<file path="config.mk">
export PLATFORM = sky130hd
export DESIGN_NAME = move_serializer
export DESIGN_NICKNAME = d
export VERILOG_FILES = /design/src/rtl/chess_pkg.sv /design/src/rtl/slot_priority_sel.sv /design/src/rtl/move_serializer.sv
export SDC_FILE = /design/constraint.sdc
export NUM_CORES = 1
export LEC_CHECK = 0
export BUFFER_PORTS_ARGS = -buffer_cell sky130_fd_sc_hd__buf_2
export CELL_PAD_IN_SITES_DETAIL_PLACEMENT = 1
export CELL_PAD_IN_SITES_GLOBAL_PLACEMENT = 1
export CORE_MARGIN = 8
export CORE_UTILIZATION = 37
export DETAILED_ROUTE_END_ITERATION = 6
export PLACE_DENSITY = 0.84
export SYNTH_ARGS = -nofsm -noshare
export SYNTH_HDL_FRONTEND = slang
export SYNTH_SLANG_ARGS = --single-unit
export TNS_END_PERCENT = 100
</file>
<file path="constraint.sdc">
create_clock -name clk -period 1.7 [get_ports clk]
set_input_delay 0.17 -clock clk [delete_from_list [all_inputs] [get_ports clk]]
set_output_delay 0.17 -clock clk [all_outputs]
set_load 0.01 [all_outputs]
</file>
<file path="src/rtl/chess_pkg.sv">
// Shared definitions for the move-generation slice.
// Contents: board coordinate and slot geometry, the empty-slot encoding,
// piece codes, and the move_serializer state enum.
package chess_pkg;

  localparam int unsigned COORD_W = 6;           // {x[2:0], y[2:0]}
  localparam int unsigned SLOTS   = 8;           // origin slots per FIFO word
  localparam int unsigned MOVE_W  = 2 * COORD_W; // {from, to}
  localparam int unsigned CNT_W   = 8;

  // PVOID origin: a slot holding this value carries no move.
  localparam logic [COORD_W-1:0] EMPTY_SLOT = 6'o00;

  typedef enum logic [2:0] {
    PVOID  = 3'd0,
    PAWN   = 3'd1,
    KNIGHT = 3'd2,
    BISHOP = 3'd3,
    ROOK   = 3'd4,
    QUEEN  = 3'd5,
    KING   = 3'd6
  } piece_e;

  typedef enum logic [1:0] {
    SER_IDLE,
    SER_COLLECT,
    SER_EMIT,
    SER_FINISH
  } ser_state_e;

endpackage

</file>
<file path="src/rtl/slot_priority_sel.sv">
// Lowest-set-bit encoder over a slot mask.
// Ports:
//   mask - one bit per slot, bit 0 has highest priority
//   idx  - index of the lowest set bit (0 when mask is empty)
//   any  - mask has at least one bit set
module slot_priority_sel #(
  parameter int unsigned N = 8
) (
  input  logic [N-1:0]         mask,
  output logic [$clog2(N)-1:0] idx,
  output logic                 any
);

  localparam int unsigned IW = $clog2(N);

  always_comb begin
    idx = '0;
    any = 1'b0;
    for (int unsigned i = 0; i < N; i++) begin
      if (mask[i] && !any) begin
        idx = IW'(i);
        any = 1'b1;
      end
    end
  end

endmodule

</file>
<file path="src/rtl/move_serializer.sv">
// Serializes per-square FIFO words (SLOTS packed origin coordinates plus the
// producing square's destination) into a stream of {from, to} moves, one per
// handshake, skipping empty slots and flagging end-of-list.
// Ports:
//   clk, reset_n            - clock, asynchronous active-low reset
//   start                   - new board pulse; aborts and clears everything
//   in_valid/in_ready       - FIFO word handshake (in_word, in_dest)
//   src_done                - all square units finished
//   mv_valid/mv_ready       - move handshake (mv_data = {from, to})
//   list_done               - level, move list complete for this board
//   busy                    - in COLLECT or EMIT
//   move_count              - handshaken moves since start
// Build option: define MOVE_COUNT_EN to build the saturating move counter;
// otherwise move_count is tied to zero.
module move_serializer #(
  parameter int unsigned SLOTS   = chess_pkg::SLOTS,
  parameter int unsigned COORD_W = chess_pkg::COORD_W,
  parameter int unsigned CNT_W   = chess_pkg::CNT_W
) (
  input  logic                     clk,
  input  logic                     reset_n,
  input  logic                     start,
  input  logic                     in_valid,
  output logic                     in_ready,
  input  logic [SLOTS*COORD_W-1:0] in_word,
  input  logic [COORD_W-1:0]       in_dest,
  input  logic                     src_done,
  output logic                     mv_valid,
  input  logic                     mv_ready,
  output logic [2*COORD_W-1:0]     mv_data,
  output logic                     list_done,
  output logic                     busy,
  output logic [CNT_W-1:0]         move_count
);

  import chess_pkg::*;

  localparam int unsigned IDX_W = $clog2(SLOTS);

  ser_state_e state_q, state_d;

  logic [COORD_W-1:0] word_q [SLOTS];
  logic [COORD_W-1:0] dest_q;
  logic [SLOTS-1:0]   mask_q;
  logic [SLOTS-1:0]   in_mask;
  logic [SLOTS-1:0]   sel_onehot;
  logic [IDX_W-1:0]   sel_idx;
  logic               sel_any;
  logic               take_word;
  logic               mv_fire;
  logic               last_move;

  // Slot 0 sits in the most significant field of the FIFO word.
  always_comb begin
    in_mask = '0;
    for (int unsigned i = 0; i < SLOTS; i++) begin
      in_mask[i] = (in_word[(SLOTS-1-i)*COORD_W +: COORD_W] != COORD_W'(EMPTY_SLOT));
    end
  end

  slot_priority_sel #(
    .N (SLOTS)
  ) u_sel (
    .mask (mask_q),
    .idx  (sel_idx),
    .any  (sel_any)
  );

  assign sel_onehot = SLOTS'(1) << sel_idx;
  assign take_word  = (state_q == SER_COLLECT) && in_valid;
  assign mv_fire    = (state_q == SER_EMIT) && sel_any && mv_ready;
  assign last_move  = (mask_q & ~sel_onehot) == '0;

  always_ff @(posedge clk or negedge reset_n) begin
    if (!reset_n) state_q <= SER_IDLE;
    else          state_q <= state_d;
  end

  always_comb begin
    state_d = state_q;
    if (start) begin
      state_d = SER_COLLECT;
    end else begin
      unique case (state_q)
        SER_IDLE:    state_d = SER_IDLE;
        SER_COLLECT: begin
          // A pending word is always taken before end-of-list is honoured.
          if (in_valid) begin
            if (|in_mask) state_d = SER_EMIT;
          end else if (src_done) begin
            state_d = SER_FINISH;
          end
        end
        SER_EMIT: begin
          if (!sel_any || (mv_ready && last_move)) state_d = SER_COLLECT;
        end
        SER_FINISH:  state_d = SER_FINISH;
        default:     state_d = SER_IDLE;
      endcase
    end
  end

  always_ff @(posedge clk or negedge reset_n) begin
    if (!reset_n) begin
      mask_q <= '0;
      dest_q <= '0;
      for (int unsigned i = 0; i < SLOTS; i++) word_q[i] <= '0;
    end else if (start) begin
      mask_q <= '0;
      dest_q <= '0;
      for (int unsigned i = 0; i < SLOTS; i++) word_q[i] <= '0;
    end else if (take_word) begin
      mask_q <= in_mask;
      dest_q <= in_dest;
      for (int unsigned i = 0; i < SLOTS; i++) begin
        word_q[i] <= in_word[(SLOTS-1-i)*COORD_W +: COORD_W];
      end
    end else if (mv_fire) begin
      mask_q <= mask_q & ~sel_onehot;
    end
  end

  assign in_ready  = (state_q == SER_COLLECT);
  assign mv_valid  = (state_q == SER_EMIT) && sel_any;
  assign mv_data   = mv_valid ? {word_q[sel_idx], dest_q} : '0;
  assign list_done = (state_q == SER_FINISH);
  assign busy      = (state_q == SER_COLLECT) || (state_q == SER_EMIT);

`ifdef MOVE_COUNT_EN
  logic [CNT_W-1:0] count_q;

  always_ff @(posedge clk or negedge reset_n) begin
    if (!reset_n)                        count_q <= '0;
    else if (start)                      count_q <= '0;
    else if (mv_fire && count_q != '1)   count_q <= count_q + 1'b1;
  end

  assign move_count = count_q;
`else
  assign move_count = '0;
`endif

endmodule

</file>
==> results.md, run 1 <==
* CTS Buf Count at 9
* DR vias at 3217
* Max_slew headroom at 61.8%
* Initial Util at 37.5%
* Final WL at 13.7 mm
* Unrepaired setup endpoints after global routing: yes
* Top_reg_cell synth: dfrtp_1
* Flop pwr share at 30.5%
* Post-route DRC at 0
* Power density cells at 1550 mW/mm²
* Worst Hold End: dest_q[2]$_DFFE_PN0P_
* Sw Pwr at 0.00295 W
* Multi-input gate area at 0.00175 mm²
* Standard-cell rows at 34
* Global-route wire length before repair at 18.5 mm
* Peak per-stage delay on the critical path at 0.48 ns
* Largest net degree at the start of global routing at 28
* Synth unique cells at 45
* EDFF count, synth at 0
* ANT nets after route at 0
* Core Area at 0.00859 mm²
* Post-Syn Area per Cell at 10.8 µm²
* Share of cells above drive strength 1 at 50.1%
* Worst skew pair latency at 0.34 ns
* Vias per inst at 5.97
* Reg area at 0.00161 mm²
* # port buffers at 75
* Leak pwr at 2.34 nW
* Clock Tree Buf Depth at 2
* Buf/Inv on CP at 3
* Final Setup Violations at 23
* Final Max Slew Viols at 0
* Clock power frac at 20.6%
* Vias in the first global route at 3390
* Pint at 0.00448 W
* Reg2Reg Setup Slack at -0.40 ns
* Failing checks: negative setup slack
* Layout area overhead at 48.3%
* Achievable frequency at 424 MHz
* CP max-delay cell: dfrtp_2
* Hold_ws at 0.0399 ns
* Post-DP Area at 0.00402 mm²
* Post-DP HPWL at 8.32 mm
* Worst hold stages at 2
* Final Instance Area at 0.00478 mm²
* CTS root buffer: clkbuf_8
* Final worst path period need at 2.36 ns
* Peak supply drop at 0.717 mV
* GRT Resource Usage Total at 20.1%
* Reg clk slew, reported paths at 0.07 ns
* Worst EP required at 1.53 ns
* Die width at 109 µm
* Crit path cell chain: buf_4, mux2i_2, nor3_2, o21ai_2, buf_6, o221ai_1, nand2_2, buf_6
* Proportion of power drawn by combinational gates at 49.0%
* Hold Crit Class: input pin to register
* Die Y at 109 µm
* Family with the most delay on the worst path: buffers and inverters
* Warnings from Yosys at 0
* Clock skew at 0.00532 ns
* Fin crit share at 139%
* Least-Margin Pin Slew at 0.572 ns
* Sequential-to-total area share from yosys stat at 49.7%
* Die area at 0.0119 mm²
* CTS tree: built
* Total gr overflow at 0
* Synthesized instance count at 297
* Total negative setup slack at -8.34 ns
* Min setup slack post-route at -0.658 ns
* # diodes at 0
* Syn Std Cell Area at 0.00322 mm²
* Num ports at 84
* R2r worst-path depth at 10
* Crit path capture type: primary output
* Max Cap Violations at 0
* CTS Sinks at 64
* CP most frequent cell: buf_6
* # nets final at 490
* Setup CP Type: register to primary output
* Startpoint types: register
* Min-delay src: in_dest[2]
* WP data arrival at 2.19 ns
* Starting DRT DRC Count at 204
* Number of H-tree levels at 3
* Reg-to-reg critical path endpoint: state_q[0]$_DFFE_PN0P_
* CP max FO at 11
* Sw frac at 39.7%
* First-pass iteration count of the detailed router at 4
* Drt wl/cell at 25.3 µm
* Reg2Reg Launch Point: mask_q[0]$_DFFE_PN0P_
* Gpl congestion at 0.864
* Status: complete, but fails checks
* Final hold viol count at 0
* Fillers at 941
* Antenna violations before repair at 0
* #FFs+latches synth at 64
* Async S/R FF share, synth at 100%
## per-layer routing
layer / track usage, % / vias to the layer above / wire length, µm
met3: 5.51 / 34 / 828
met1: 24.5 / 1659 / 5450
met4: 6.08 / 0 / 495
met5: 0 / - / 0
li1: - / 1388 / -
met2: 34.0 / 136 / 6880
## logic make-up after synthesis
family / after synthesis / share of synthesized area [%]
AO/OA/AOI/OAI: 111 / 29.0
adder cells (fa/ha/maj): 5 / 1.86
buffers and inverters: 37 / 6.37
flip-flops: 64 / 49.7
multiplexers: 3 / 0.932
other: 1 / 0.116
AND/OR/NAND/NOR: 76 / 12.0
## synthesized netlist by cell type (2+ instances only)
cell | number | area [µm²]
a31oi_1 | 4 | 25.0
dfrtp_1 | 64 | 1600
o221ai_1 | 12 | 105
o21ai_0 | 6 | 30.0
a21o_1 | 2 | 15.0
nor4_1 | 10 | 62.6
nand4_1 | 2 | 12.5
and2_1 | 6 | 37.5
clkbuf_1 | 11 | 41.3
nand2_1 | 26 | 97.6
buf_4 | 12 | 90.1
a21boi_0 | 2 | 15.0
ha_1 | 4 | 50.1
buf_6 | 2 | 22.5
nand2b_1 | 2 | 12.5
mux2i_1 | 3 | 30.0
inv_1 | 5 | 18.8
o21ai_1 | 2 | 10.0
a21oi_1 | 6 | 30.0
buf_2 | 2 | 10.0
nor2_1 | 17 | 63.8
a22o_1 | 56 | 490
buf_1 | 4 | 15.0
o211a_1 | 6 | 60.1
o221a_2 | 6 | 67.6
nor3_1 | 6 | 30.0
## layout make-up
class | count | share of cell area [%]
multi-input combinational | 203 | 36.6
clock inverter | 4 | 1.60
timing repair buffer | 143 | 21.6
tap | 108 | 2.83
clock buffer | 12 | 3.25
sequential | 64 | 33.7
inverter | 5 | 0.393
## placed cells by master (no fill, tap or decap), types with 6 or more instances in the layout
cell type   n
clkbuf_8   11
nor4_1      7
o211a_1     6
nand2_1    25
a22o_1     56
o221ai_1    7
dfrtp_1    57
buf_4      50
dfrtp_2     7
conb_1      8
buf_2      69
buf_6      18
nor2_1     14
## sequential cells by signal (all words and copies together) (netlist names)
signal / flops
state_q: 2
dest_q: 6
mask_q: 8
word_q: 48
## power by group through the flow
stage	Clock, W	Combinational [W]	Sequential, W
4_1_cts	0.00152	0.00286	0.00219
6_report	0.00153	0.00364	0.00226
5_1_grt	0.00162	0.00385	0.00228
2_1_floorplan	0	0.00142	0.00204
3_3_place_gp	0	0.00238	0.00215
3_5_place_dp	0	0.00249	0.00217
## per-stage QoR
stage | worst slack, ns | total power, W | std cells | utilization [%]
floorplan | -0.0389 | 0.00345 | 304 | -
global placement | -0.157 | 0.00453 | 503 | 46.7
detailed placement | -0.248 | 0.00466 | 503 | 46.7
CTS | -0.577 | 0.00657 | 529 | 51.6
global route | -0.721 | 0.00775 | 539 | 55.6
finish | -0.658 | 0.00743 | 539 | 55.6
## worst max path at each step
stage	cells past startpoint	to	slack [ns]	start
5_1_grt	8	mv_data[11]	-0.72	mask_q[6]$_DFFE_PN0P_
2_1_floorplan	7	mv_data[10]	-0.04	mask_q[3]$_DFFE_PN0P_
6_report	8	mv_data[11]	-0.66	mask_q[6]$_DFFE_PN0P_
3_3_place_gp	8	mv_data[10]	-0.16	mask_q[5]$_DFFE_PN0P_
4_1_cts	8	mv_data[11]	-0.58	mask_q[5]$_DFFE_PN0P_
3_5_place_dp	8	mv_data[10]	-0.25	mask_q[7]$_DFFE_PN0P_
## repair_timing
| action | CTS | global route |
|---|---|---|
| endpoints found under the setup margin | 23 | 23 |
| pin swaps | 8 | 13 |
| hold endpoints to repair | 19 | 0 |
| cloned | 1 | 0 |
| buffers inserted | 8 | 10 |
| hold buffers | 1 | 0 |
| resized for setup | 28 | 55 |
Note: power is estimated with default switching activity, not from simulation.
==> run 2, diff against run 1 <==
--- a/config.mk
+++ b/config.mk
@@ -8,10 +8,11 @@
 export BUFFER_PORTS_ARGS = -buffer_cell sky130_fd_sc_hd__buf_2
 export CELL_PAD_IN_SITES_DETAIL_PLACEMENT = 1
 export CELL_PAD_IN_SITES_GLOBAL_PLACEMENT = 1
-export CORE_MARGIN = 8
+export CORE_MARGIN = 5
 export CORE_UTILIZATION = 37
 export DETAILED_ROUTE_END_ITERATION = 6
 export PLACE_DENSITY = 0.84
+export RECOVER_POWER = 50
 export SYNTH_ARGS = -nofsm -noshare
 export SYNTH_HDL_FRONTEND = slang
 export SYNTH_SLANG_ARGS = --single-unit
==> results.md, run 2 (synthesis results as in run 1) <==
* Family with the most delay on the worst path: simple AND/OR/NAND/NOR gates
* Post-route DRC at 0
* DR vias at 3163
* Core Area at 0.00859 mm²
* CP max FO at 6
* Leak pwr at 2.32 nW
* Vias in the first global route at 3427
* R2r worst-path depth at 9
* Share of cells above drive strength 1 at 48.7%
* Antenna violations before repair at 0
* Number of H-tree levels at 3
* Peak supply drop at 0.563 mV
* Min-delay src: in_dest[4]
* Fin crit share at 138%
* Hold Crit Class: input pin to register
* Clock Tree Buf Depth at 2
* Flop pwr share at 30.9%
* Sw Pwr at 0.00289 W
* Drt wl/cell at 24.2 µm
* Worst hold stages at 2
* Least-Margin Pin Slew at 0.902 ns
* Layout area overhead at 46.6%
* Total negative setup slack at -8.32 ns
* Buf/Inv on CP at 1
* CTS Sinks at 64
* Power density cells at 1510 mW/mm²
* # diodes at 0
* Pint at 0.00423 W
* Max reg flops at 48
* Initial Util at 37.5%
* Crit path cell chain: nor4_4, and3b_2, o221a_4, o221ai_2, o21ai_1, buf_2
* Reg clk slew, reported paths at 0.09 ns
* Final WL at 12.9 mm
* Worst skew pair latency at 0.36 ns
* Peak per-stage delay on the critical path at 0.47 ns
* Die area at 0.0107 mm²
* Reg2Reg Launch Point: mask_q[0]$_DFFE_PN0P_
* Final worst path period need at 2.35 ns
* Most frequent cells in the layout: buf_2, dfrtp_1, a22o_1, buf_4, nand2_1
* Biggest regs: word_q x48, mask_q x8, dest_q x6
* Sw frac at 40.6%
* First-pass iteration count of the detailed router at 4
* Die Y at 103 µm
* Achievable frequency at 426 MHz
* Reg2Reg Setup Slack at -0.31 ns
* Final Max Slew Viols at 0
* Final Setup Violations at 23
* Global-route wire length before repair at 18.6 mm
* # nets final at 484
* Post-DP HPWL at 7.99 mm
* CTS tree: built
* Crit path capture type: primary output
* Hold_ws at 0.0446 ns
* WP data arrival at 2.18 ns
* Total gr overflow at 0
* Top reg by flops: word_q
* Largest net degree at the start of global routing at 65
* Reg-to-reg critical path endpoint: mask_q[4]$_DFFE_PN0P_
* Num ports at 84
* Failing checks: negative setup slack
* Max Cap Violations at 0
* CP max-delay cell: dfrtp_2
* GRT Resource Usage Total at 23.4%
* # port buffers at 75
* Status: complete, but fails checks
* Setup CP Type: register to primary output
* Most common cell after layout, fill and taps aside: buf_2
* Unrepaired setup endpoints after global routing: yes
* CTS root buffer: clkbuf_8
* Post-DP Area at 0.00400 mm²
* Final Instance Area at 0.00472 mm²
* Proportion of power drawn by combinational gates at 50.1%
* Worst Hold End: dest_q[4]$_DFFE_PN0P_
* Worst EP required at 1.53 ns
* ANT nets after route at 0
* Clock skew at 0.0146 ns
* Starting DRT DRC Count at 137
* Min setup slack post-route at -0.650 ns
* Startpoint types: register
* Final hold viol count at 0
* CTS Buf Count at 9
* Standard-cell rows at 34
* Max_slew headroom at 39.8%
* Clock power frac at 19.0%
* Vias per inst at 5.93
* Gpl congestion at 0.806
* Die width at 103 µm
[run 2: cell types whose count changed in the layout (fill, tap and decap cells not counted), moves of 2 or more]
cell and change:
clkinv_2 +4, dfrtp_1 +2, a21oi_2 -2, nor4_4 +2
buf_6 +4, nor4_2 -2, o221ai_2 +2, buf_4 -10
dfrtp_2 -2
[run 2: cell type report]
type                    count  area (µm²)
repair buffers            137        1010
inverters                   5        18.8
fillers                   929        3870
multi-input cells         203        1760
flip-flops and latches     64        1610
well taps                 108         135
clock buffers              10         138
clock inverters             6        58.8
[run 2: worst max path at each step]
stage / start / slack, ns / to / cells past startpoint
floorplan: mask_q[3]$_DFFE_PN0P_ / -0.04 / mv_data[10] / 7
global placement: mask_q[2]$_DFFE_PN0P_ / -0.26 / mv_data[10] / 5
detailed placement: mask_q[2]$_DFFE_PN0P_ / -0.33 / mv_data[10] / 5
CTS: mask_q[0]$_DFFE_PN0P_ / -0.52 / mv_data[10] / 6
global route: mask_q[0]$_DFFE_PN0P_ / -0.71 / mv_data[10] / 6
finish: mask_q[0]$_DFFE_PN0P_ / -0.65 / mv_data[10] / 6
[run 2: per-layer routing]
| metal | share of wire [%] | up-vias | global-route usage, % | wire (µm) |
|---|---|---|---|---|
| met1 | 39 | 1618 | 27.5 | 5010 |
| met4 | 3.2 | 0 | 11.1 | 406 |
| met2 | 52 | 132 | 40.1 | 6660 |
| li1 | - | 1375 | - | - |
| met3 | 6.2 | 38 | 5.70 | 797 |
| met5 | 0 | - | 0 | 0 |
[run 2: timing repair]
item                                    in CTS  in global routing
endpoints found under the setup margin      23                 27
setup buffers                               12                  7
endpoints found under the hold margin       64                  0
pin swaps                                   14                 19
hold buffers                                 1                  0
gates resized for setup                     39                 44
[run 2: metrics by stage]
step / cells / power, W / setup slack (ns) / util [%]
floorplan: 304 / 0.00345 / -0.0389 / -
CTS: 528 / 0.00658 / -0.518 / 52.3
global placement: 499 / 0.00450 / -0.260 / 46.5
detailed placement: 499 / 0.00463 / -0.327 / 46.5
finish: 533 / 0.00712 / -0.650 / 54.9
global route: 533 / 0.00745 / -0.707 / 54.9
[run 2: worst register-to-register path: stages, from the launching register on]
cell and delay (ns):
dfrtp_2 0.47, nor4_4 0.39, buf_4 0.20, a21boi_4 0.07, buf_6 0.15, buf_6 0.11
buf_6 0.11, buf_6 0.11, a31oi_4 0.16, a22o_1 0.16
[run 2: power groups by stage]
stage          combinational (W)  sequential [W]  clock (W)
2_1_floorplan            0.00142         0.00204          0
5_1_grt                  0.00378         0.00223    0.00145
6_report                 0.00357         0.00220    0.00136
3_3_place_gp             0.00238         0.00212          0
4_1_cts                  0.00307         0.00216    0.00135
3_5_place_dp             0.00248         0.00215          0
